$ cat src/rtl/ll_pkg.sv
`default_nettype none
// +----------------------------------------------------------------------+
// | Package     : ll_pkg                                                  |
// | Description : Shared types and constants for the linked-list walker: |
// |               null pointer, pointer type, FSM state encoding and     |
// |               the derived list-length width.                         |
// | Revision    : 1.0 - initial release                                  |
// +----------------------------------------------------------------------+
package ll_pkg;

    localparam int LL_N     = 16;
    localparam int LL_WIDTH = $clog2(LL_N);
    localparam int LL_LEN_W = LL_WIDTH + 1;

    // Entry 0 of the table is the null pointer that terminates every list
    localparam int LL_NULL = 0;

    typedef logic [LL_WIDTH-1:0] ptr_t;

    typedef enum logic [0:0] {
        S_IDLE = 1'b0,
        S_WALK = 1'b1
    } state_t;

endpackage
`default_nettype wire

$ cat src/rtl/ll_next_table.sv
`default_nettype none
// +----------------------------------------------------------------------+
// | Module      : ll_next_table                                           |
// | Description : N x WIDTH next-pointer table. One write port (writes   |
// |               to the null entry are dropped) and two asynchronous    |
// |               read ports, so a pointer and its successor's successor |
// |               can be looked up in the same cycle.                    |
// | Revision    : 1.0 - initial release                                  |
// +----------------------------------------------------------------------+
module ll_next_table #(
    parameter int N     = 16,
    parameter int WIDTH = 4
) (
    input  logic             clk,
    input  logic             rst,
    input  logic             i_we,
    input  logic [WIDTH-1:0] i_waddr,
    input  logic [WIDTH-1:0] i_wdata,
    input  logic [WIDTH-1:0] i_raddr_a,
    output logic [WIDTH-1:0] o_rdata_a,
    input  logic [WIDTH-1:0] i_raddr_b,
    output logic [WIDTH-1:0] o_rdata_b
);

    logic [WIDTH-1:0] r_next [N];

    // Table storage; entry 0 is never written so it always reads as null
    always_ff @(posedge clk or negedge rst) begin
        if (!rst) begin
            for (int i = 0; i < N; i++) begin
                r_next[i] <= '0;
            end
        end else if (i_we && (i_waddr != '0)) begin
            r_next[i_waddr] <= i_wdata;
        end
    end

    assign o_rdata_a = r_next[i_raddr_a];
    assign o_rdata_b = r_next[i_raddr_b];

endmodule
`default_nettype wire

$ cat src/rtl/ll_walker.sv
`default_nettype none
// +----------------------------------------------------------------------+
// | Module      : ll_walker                                               |
// | Description : Linked-list pointer-sequence generator. Accepts list   |
// |               heads, streams node pointers with backpressure and     |
// |               reports length / loop-termination per list.            |
// |               Optional macro LL_WALKER_LOOP_DETECT_EN bounds walks   |
// |               on cyclic tables to N-1 elements and flags done_err.   |
// | Revision    : 1.0 - initial release                                  |
// +----------------------------------------------------------------------+
module ll_walker
    import ll_pkg::*;
#(
    parameter int N     = LL_N,
    parameter int WIDTH = $clog2(N),
    parameter int LEN_W = WIDTH + 1
) (
    input  logic             clk,
    input  logic             rst,
    input  logic             cfg_vld,
    output logic             cfg_rdy,
    input  logic [WIDTH-1:0] cfg_addr,
    input  logic [WIDTH-1:0] cfg_next,
    input  logic             start_vld,
    output logic             start_rdy,
    input  logic [WIDTH-1:0] start_ptr,
    output logic             out_vld,
    input  logic             out_rdy,
    output logic [WIDTH-1:0] out_ptr,
    output logic             out_last,
    output logic             done_vld,
    output logic [LEN_W-1:0] done_len,
    output logic             done_err
);

    localparam logic [WIDTH-1:0] c_NULL = WIDTH'(LL_NULL);

    state_t           r_state;
    logic             r_out_vld;
    logic [WIDTH-1:0] r_out_ptr;
    logic             r_out_last;
    logic             r_err;
    logic [LEN_W-1:0] r_hop;
    logic             r_pend_empty;
    logic             r_done_vld;
    logic [LEN_W-1:0] r_done_len;
    logic             r_done_err;

    logic             w_fire;
    logic             w_end;
    logic             w_cfg_we;
    logic             w_start;
    logic             w_start_nz;
    logic             w_start_z;
    logic             w_load;
    logic             w_loop;
    logic [WIDTH-1:0] w_addr_a;
    logic [WIDTH-1:0] w_rd_a;
    logic [WIDTH-1:0] w_rd_b;
    logic [WIDTH-1:0] w_ld_ptr;
    logic [WIDTH-1:0] w_ld_next;
    logic [LEN_W-1:0] w_hop_inc;
    logic [LEN_W-1:0] w_ld_hop;

    assign w_fire   = r_out_vld & out_rdy;
    assign w_end    = w_fire & r_out_last;
    assign cfg_rdy  = (r_state == S_IDLE);
    assign w_cfg_we = cfg_vld & cfg_rdy;

    // An empty-list start colliding with a list end defers its done pulse by
    // one cycle; further starts are held off until that pulse has gone out.
    assign start_rdy  = ~cfg_vld & ~r_pend_empty & ((r_state == S_IDLE) | w_end);
    assign w_start    = start_vld & start_rdy;
    assign w_start_nz = w_start & (start_ptr != c_NULL);
    assign w_start_z  = w_start & (start_ptr == c_NULL);
    assign w_load     = w_start_nz | (w_fire & ~r_out_last);

    // Port A looks up the successor of the element being left (or of the new
    // head); port B chains off it to find whether the loaded element is last.
    assign w_addr_a  = w_start ? start_ptr : r_out_ptr;
    assign w_ld_ptr  = w_start ? start_ptr : w_rd_a;
    assign w_ld_next = w_start ? w_rd_a    : w_rd_b;

    assign w_hop_inc = (r_hop == {LEN_W{1'b1}}) ? r_hop : r_hop + LEN_W'(1);
    assign w_ld_hop  = w_start ? LEN_W'(1) : w_hop_inc;

`ifdef LL_WALKER_LOOP_DETECT_EN
    assign w_loop = (w_ld_hop == LEN_W'(N - 1)) & (w_ld_next != c_NULL);
`else
    assign w_loop = 1'b0;
`endif

    ll_next_table #(
        .N     (N),
        .WIDTH (WIDTH)
    ) u_table (
        .clk       (clk),
        .rst       (rst),
        .i_we      (w_cfg_we),
        .i_waddr   (cfg_addr),
        .i_wdata   (cfg_next),
        .i_raddr_a (w_addr_a),
        .o_rdata_a (w_rd_a),
        .i_raddr_b (w_rd_a),
        .o_rdata_b (w_rd_b)
    );

    // Walk FSM: load heads, advance on accepted elements, emit done pulses
    always_ff @(posedge clk or negedge rst) begin
        if (!rst) begin
            r_state      <= S_IDLE;
            r_out_vld    <= 1'b0;
            r_out_ptr    <= '0;
            r_out_last   <= 1'b0;
            r_err        <= 1'b0;
            r_hop        <= '0;
            r_pend_empty <= 1'b0;
            r_done_vld   <= 1'b0;
            r_done_len   <= '0;
            r_done_err   <= 1'b0;
        end else begin
            r_done_vld <= 1'b0;
            if (r_pend_empty) begin
                r_done_vld   <= 1'b1;
                r_done_len   <= '0;
                r_done_err   <= 1'b0;
                r_pend_empty <= 1'b0;
            end
            if (w_end) begin
                r_done_vld <= 1'b1;
                r_done_len <= r_hop;
                r_done_err <= r_err;
                if (w_start_z) begin
                    r_pend_empty <= 1'b1;
                end
            end else if (w_start_z) begin
                r_done_vld <= 1'b1;
                r_done_len <= '0;
                r_done_err <= 1'b0;
            end

            if (w_load) begin
                r_state    <= S_WALK;
                r_out_vld  <= 1'b1;
                r_out_ptr  <= w_ld_ptr;
                r_out_last <= (w_ld_next == c_NULL) | w_loop;
                r_err      <= w_loop;
                r_hop      <= w_ld_hop;
            end else if (w_end) begin
                r_state   <= S_IDLE;
                r_out_vld <= 1'b0;
            end
        end
    end

    assign out_vld  = r_out_vld;
    assign out_ptr  = r_out_ptr;
    assign out_last = r_out_last;
    assign done_vld = r_done_vld;
    assign done_len = r_done_len;
    assign done_err = r_done_err;

endmodule
`default_nettype wire

$ cat config.mk
export PLATFORM = sky130hd
export DESIGN_NAME = ll_walker
export DESIGN_NICKNAME = d
export VERILOG_FILES = /design/src/rtl/ll_pkg.sv /design/src/rtl/ll_next_table.sv /design/src/rtl/ll_walker.sv
export SDC_FILE = /design/constraint.sdc
export NUM_CORES = 1
export LEC_CHECK = 0
export CORE_MARGIN = 10
export CORE_UTILIZATION = 28
export CTS_BUF_LIST = sky130_fd_sc_hd__clkbuf_2
export DETAILED_ROUTE_END_ITERATION = 8
export HOLD_SLACK_MARGIN = 0.15
export SETUP_SLACK_MARGIN = 0.02
export SYNTH_ARGS = -nofsm -noshare
export SYNTH_HDL_FRONTEND = slang
export SYNTH_SLANG_ARGS = --single-unit
$ cat constraint.sdc
create_clock -name clk -period 8.51 [get_ports clk]
set_input_delay 1.702 -clock clk [delete_from_list [all_inputs] [get_ports clk]]
set_output_delay 1.702 -clock clk [all_outputs]
set_load 0.02 [all_outputs]
# --- Yosys cells after proc, flatten, opt, wreduce, memory -nomap -nowiden ---
# Index checks and enable logic that the tools add are counted.
classes:
  eq_ne: 2
  order_cmp: 4
  muxes: 27
  n_addsub: 1
  reduce_logical: 9
  bitwise: 18
op_table:
  columns: ["operator", "n"]
  rows:
  - ["$bwmux 64", 1]
  - ["$bmux 4 s4", 2]
  - ["$mux 4", 8]
  - ["$mux 5", 5]
  - ["$demux 4 s4", 1]
  - ["$ge 5x5->1 const B", 3]
  - ["$not 4->5", 3]
  - ["$mux 1", 10]
  - ["$and 1x1->1", 9]
  - ["$logic_not 4->1", 2]
  - ["$reduce_bool 4->1", 2]
  - ["$add 5x1->5 const B", 1]
  - ["$eq 5x5->1 const B", 1]
  - ["$lt 5x1->1 const B", 1]
  - ["$not 1->1", 4]
  - ["$reduce_bool 3->1", 1]
  - ["$logic_and 1x1->1", 2]
  - ["$ne 2x2->1 const B", 1]
  - ["$or 1x1->1", 2]
  - ["$reduce_and 2->1", 1]
  - ["$reduce_bool 2->1", 1]
totals:
  wordCells: 85
  ff_bits: 83

# --- Logic depth before layout (Yosys ltp) ---
logic_depth:
  word_depth: 16
  ltp_mapped: 14

# --- Modules after synthesis ---
# From an unflattened synthesis, not the netlist that was laid out.
unflattened:
  hier_cells: 323
  hier_area_um2: 4473.0
modules_own_cells:
  columns: ["module", "cells_each", "n_inst", "area_each_um2"]
  rows:
  - ["ll_next_table", 232, 1, 3532.1]
  - ["ll_walker", 91, 1, 940.9]

# --- Worst setup path after synthesis ---
# Ideal clock, no wire load.
synth_timing:
  path_type: "input-to-reg"
  start: "input port cfg_vld"
  end: "register r_out_last, in the netlist out_last"
  stages: 11
  setup_time_ps: 135
  setup_slack_ps: 4037
  arrival_ps: 4338
  path_cell_list: "or3b_1 -> buf_2 -> o21ai_4 -> nand2_4 -> buf_6 -> o32a_1 -> o211ai_1 -> mux4_2 -> a211o_1 -> o31ai_1 -> a311oi_2"
synth_via:
  elab_chain_len: 15
synth_lines:
  columns: ["element", "line", "text"]
  rows:
  - ["start: declaration", "ll_walker.sv:20", "input logic cfg_vld,"]
  - ["$not 1->1 (*)", "ll_walker.sv:72", "assign start_rdy = ~cfg_vld & ~r_pend_empty & ((r_state == S_IDLE) | w_end);"]
  - ["$and 1x1->1 (*) (2 in a row)", "ll_walker.sv:72", null]
  - ["$and 1x1->1 (*)", "ll_walker.sv:73", "assign w_start = start_vld & start_rdy;"]
  - ["$mux 4", "ll_walker.sv:80", "assign w_addr_a = w_start ? start_ptr : r_out_ptr;"]
  - ["$not 4->5 (implied by the code)", "ll_next_table.sv:38", "assign o_rdata_a = r_next[i_raddr_a];"]
  - ["$bmux 4 s4", "ll_next_table.sv:38", null]
  - ["$mux 4 (implied by the code) (2 in a row)", "ll_next_table.sv:38", null]
  - ["$not 4->5 (implied by the code)", "ll_next_table.sv:39", "assign o_rdata_b = r_next[i_raddr_b];"]
  - ["$bmux 4 s4", "ll_next_table.sv:39", null]
  - ["$mux 4 (implied by the code) (2 in a row)", "ll_next_table.sv:39", null]
  - ["$mux 4", "ll_walker.sv:82", "assign w_ld_next = w_start ? w_rd_a : w_rd_b;"]
  - ["$logic_not 4->1", "ll_walker.sv:146", "r_out_last <= (w_ld_next == c_NULL) | w_loop;"]
  - ["end signal: assignment", "ll_walker.sv:146", null]
  - ["end: declaration", "ll_walker.sv:41", "logic r_out_last;"]
# Every way passes the cells marked *; elsewhere a longest branch is shown, timed or not. The select of a mux whose other input is x is not followed.
# A chain may end at the register's enable or synchronous reset.

# --- Final worst setup path ---
layout_timing:
  start: "input port start_ptr[0]"
  end: "register r_out_last, in the netlist out_last"
layout_via:
  elab_chain_len: 11
layout_lines:
  columns: ["element", "line", "text"]
  rows:
  - ["start: declaration", "ll_walker.sv:26", "input logic [WIDTH-1:0] start_ptr,"]
  - ["$mux 4", "ll_walker.sv:80", null]
  - ["$not 4->5 (implied by the code)", "ll_next_table.sv:38", null]
  - ["$bmux 4 s4", "ll_next_table.sv:38", null]
  - ["$mux 4 (implied by the code) (2 in a row)", "ll_next_table.sv:38", null]
  - ["$not 4->5 (implied by the code)", "ll_next_table.sv:39", null]
  - ["$bmux 4 s4", "ll_next_table.sv:39", null]
  - ["$mux 4 (implied by the code) (2 in a row)", "ll_next_table.sv:39", null]
  - ["$mux 4", "ll_walker.sv:82", null]
  - ["$logic_not 4->1", "ll_walker.sv:146", null]
# Several ways; a longest one is shown, not always the timed one. The select of a mux whose other input is x is not followed.

==> impl_summary.txt <==
----------------------------------------------------
[Run status]
  Run status ... completed

[Timing]
  Worst setup skew after layout ... 19.5 ps
  Total negative slack ... 0 ps
  Max Slew Vio Count ... 0
  Fin. Hold Viols ... 0
  Worst hold margin ... 436 ps
  Final period utilization ... 0.649
  Worst-margin pin slew ... 1110 ps
  RSZ-0062 raised after global routing ... no
  Peak clock frequency supported by timing ... 181 MHz
  Final critical-path required period ... 5530 ps
  Number of endpoints failing setup at the final stage ... 0
  Slew margin rel. ... 0.258

[Drt]
  1st-pass router iterations ... 5
  Total Wirelength ... 15600 um
  DRC Markers ... 0
  WL per Instance ... 20.7 um
  Via/cell ratio ... 5.56
  Number of vias in the routed layout ... 4178
  Number of nets still failing antenna checks after routing ... 0
  Detailed Route Iter0 Violations ... 259

[Power]
  Combinational cell fraction of total power ... 0.529
  Reported net switching power ... 951 uW
  Cell internal pwr ... 1.13 mW
  Switching power as a share of total power ... 0.456
  Total power consumption of the routed design ... 2.08 mW
  VDD IR max ... 0.131 mV
  Relative contribution of the clock network to total power ... 0.120
  Leakage dissipation ... 2.33 nW
  PwrDens ... 368 mW/mm2
  Fraction of power consumed by sequential logic ... 0.351

[Die]
  Height of the chip ... 155 um
  Number of placement rows ... 49
  Effective utilization at floorplan ... 0.284
  Area enclosed by the die boundary ... 0.0239 mm2
  Die X-Extent ... 155 um
  Core area ... 0.0179 mm2
  Top-level I/O count ... 32

[Worst setup path]
  Required time at the worst-slack endpoint ... 9060 ps
  Data arrival time of the critical path ... 6080 ps
  Crit path max fanout ... 19
  Type of element launching the critical path ... input port
  Sort of element at the end of the critical path ... register
  Worst R2R Setup Slack ... 4050 ps
  Kind of critical path ... input port to register
  RR Startpoint ... out_vld
  Worst r2r path cells ... 10
  End of the worst register-to-register path ... out_last
  Crit path launch ... start_ptr[0]

[Synth]
  Main flop type after synthesis ... sky130_fd_sc_hd__dfrtp_1
  Share of synthesized registers carrying an async set or reset ... 1.00
  Library cells used by synthesis ... 68
  Top area cells in the synthesized netlist ... sky130_fd_sc_hd__dfrtp_1 40%, sky130_fd_sc_hd__mux2_2 15%, sky130_fd_sc_hd__nand2_1 4.6%
  Largest area contributor in the netlist ... sky130_fd_sc_hd__dfrtp_1
  Netlist area before placement ... 0.00508 mm2
  Total number of yosys warnings ... 0
  Avg Cell Area, Syn ... 10.1 um2
  Sequential share of the synthesized area ... 0.404
  Flip-flop and latch count after synthesis ... 82
  Area share of the leading cell type in the synthesized netlist ... 0.404
  Number of flops mapped to enable cells by yosys ... 0
  Nets in the synthesized netlist ... 524
  Cell count after synthesis ... 505

[GRT]
  Overall Global Routing Usage ... 0.132
  Congestion Overflow GR ... 0
  Via count of the first global-routing pass ... 4312
  Wire length of the first global-routing pass ... 25000 um
  Number of antenna violations at the first check in global routing ... 0
  Maximum number of pins on one net before global-route repair ... 53

[Final layout]
  Ant diodes ... 0
  Final net count ... 536
  Synth-to-Final Area Change ... 11.7%
  Final Non-Filler Cells ... 751
  Commonest non-fill, non-tap cells in the layout ... 82 x sky130_fd_sc_hd__dfrtp_1, 69 x sky130_fd_sc_hd__mux2_2, 62 x sky130_fd_sc_hd__nand2_1
  Fraction of the core area covered by cells at the end of the flow ... 0.317
  Commonest non-fill, non-tap cell in the layout ... sky130_fd_sc_hd__dfrtp_1
  Fraction of final layout cells sized beyond drive strength 1 ... 0.195

[Clock tree]
  Worst skew pair latency ... 610 ps
  Reg clk slew, reported paths ... 250 ps
  Maximum buffer depth of the clock tree ... 2
  # H-tree levels ... 3
  Number of setup buffers added after CTS ... 0
  Library cell used as clock root buffer ... sky130_fd_sc_hd__clkbuf_2
  CTS tree ... yes
  Number of clock sinks ... 82
  Cts bufs inserted ... 9
  Post-CTS Hold Buffers ... 0
  Post-cts repair resize count ... 0

[Worst hold path]
  Endpoint, Worst Hold ... u_table.r_next[62]
  Hold path startpoint ... u_table.r_next[62]
  Path class of the lowest-slack min-delay path ... register to register
  Hold-critical path depth ... 0

[Placement]
  Count of buffers from port buffering ... 30
  DP Cell Count ... 735
  HPWL after detailed placement ... 11900 um
  Final RePlAce weighted congestion ... 0.959

[Run]
  Number of maximum-capacitance constraint violations ... 0

----------------------------------------------------
-- layer usage --
metal  GRT usage  vias to the layer above  share of wire
met5           0                        -              0
met4      0.0454                        0          0.024
met3      0.0291                       25          0.057
met2       0.214                      161           0.48
met1       0.168                     2071           0.44
li1            -                     1921              -
-- synth_stat cells (all sizes together), types with 3 or more instances --
cell type,count
dfrtp,82
mux2,69
nand2,63
nor2,40
a211oi,19
mux2i,19
a21oi,18
clkbuf,16
buf,15
a311oi,12
and3,11
nand2b,11
nor2b,10
o21ai,10
a21boi,8
a22o,8
nand4,7
nor3,7
a221oi,6
nor4,6
a22oi,4
and2,4
inv,4
nand3,4
o211ai,4
a211o,3
a31oi,3
nor3b,3
o221ai,3
o32a,3
or3,3
-- through the flow --
stage,setup slack (ps),instance area (um2)
5_1_grt,2840,5670
3_3_place_gp,2430,5520
6_report,2980,5670
4_1_cts,3110,5670
3_5_place_dp,2440,5520
2_1_floorplan,4040,5080
-- power groups by stage --
stage / Clock [mW] / Combinational (mW) / Sequential [mW]
CTS: 0.256 / 1.10 / 0.730
detailed placement: 0 / 1.09 / 0.741
finish: 0.250 / 1.10 / 0.732
global route: 0.273 / 1.20 / 0.758
floorplan: 0 / 0.806 / 0.681
global placement: 0 / 1.08 / 0.734
-- flip-flops by register name (all words and copies together), names as in the netlist --
name and flops:
out_ptr 4, done_vld 1, out_last 1, r_pend_empty 1, r_hop 5, u_table.r_next 64, out_vld 1, done_len 5
-- cells by family after synthesis --
| group | Yosys count | share of synthesized area |
|---|---|---|
| other | 1 | 0.000739 |
| adder cells (fa/ha/maj) | 2 | 0.00493 |
| flip-flops | 82 | 0.404 |
| AND/OR/NAND/NOR | 177 | 0.176 |
| multiplexers | 90 | 0.199 |
| XOR/XNOR | 2 | 0.00345 |
| AO/OA/AOI/OAI | 115 | 0.178 |
| buffers and inverters | 36 | 0.0335 |
-- worst max-delay path: stages --
cell and delay (ps):
sky130_fd_sc_hd__clkdlybuf4s50_1 720, sky130_fd_sc_hd__nor4bb_1 290, sky130_fd_sc_hd__and2_0 260, sky130_fd_sc_hd__nor2_1 870, sky130_fd_sc_hd__mux2_2 430, sky130_fd_sc_hd__o2bb2ai_1 170
sky130_fd_sc_hd__nor4_4 630, sky130_fd_sc_hd__mux2i_1 270, sky130_fd_sc_hd__mux2_2 220, sky130_fd_sc_hd__a41oi_1 200, sky130_fd_sc_hd__a311oi_2 300
-- area by class of cell --
type,count,area [um2]
repair buffers,32,313
flip-flops and latches,82,2050
clock buffers,9,45.0
inverters,5,18.8
well taps,229,287
fillers,1852,12200
multi-input cells,387,2850
clock inverters,7,103
-- worst max-delay path by stage --
stage	cells past startpoint	endpoint	slack, ps
global placement	11	out_last	2430
global route	11	out_last	2840
CTS	4	start_rdy	3110
finish	11	out_last	2980
detailed placement	11	out_last	2440
floorplan	11	out_last	4040
(Power assumes the default switching activity.)
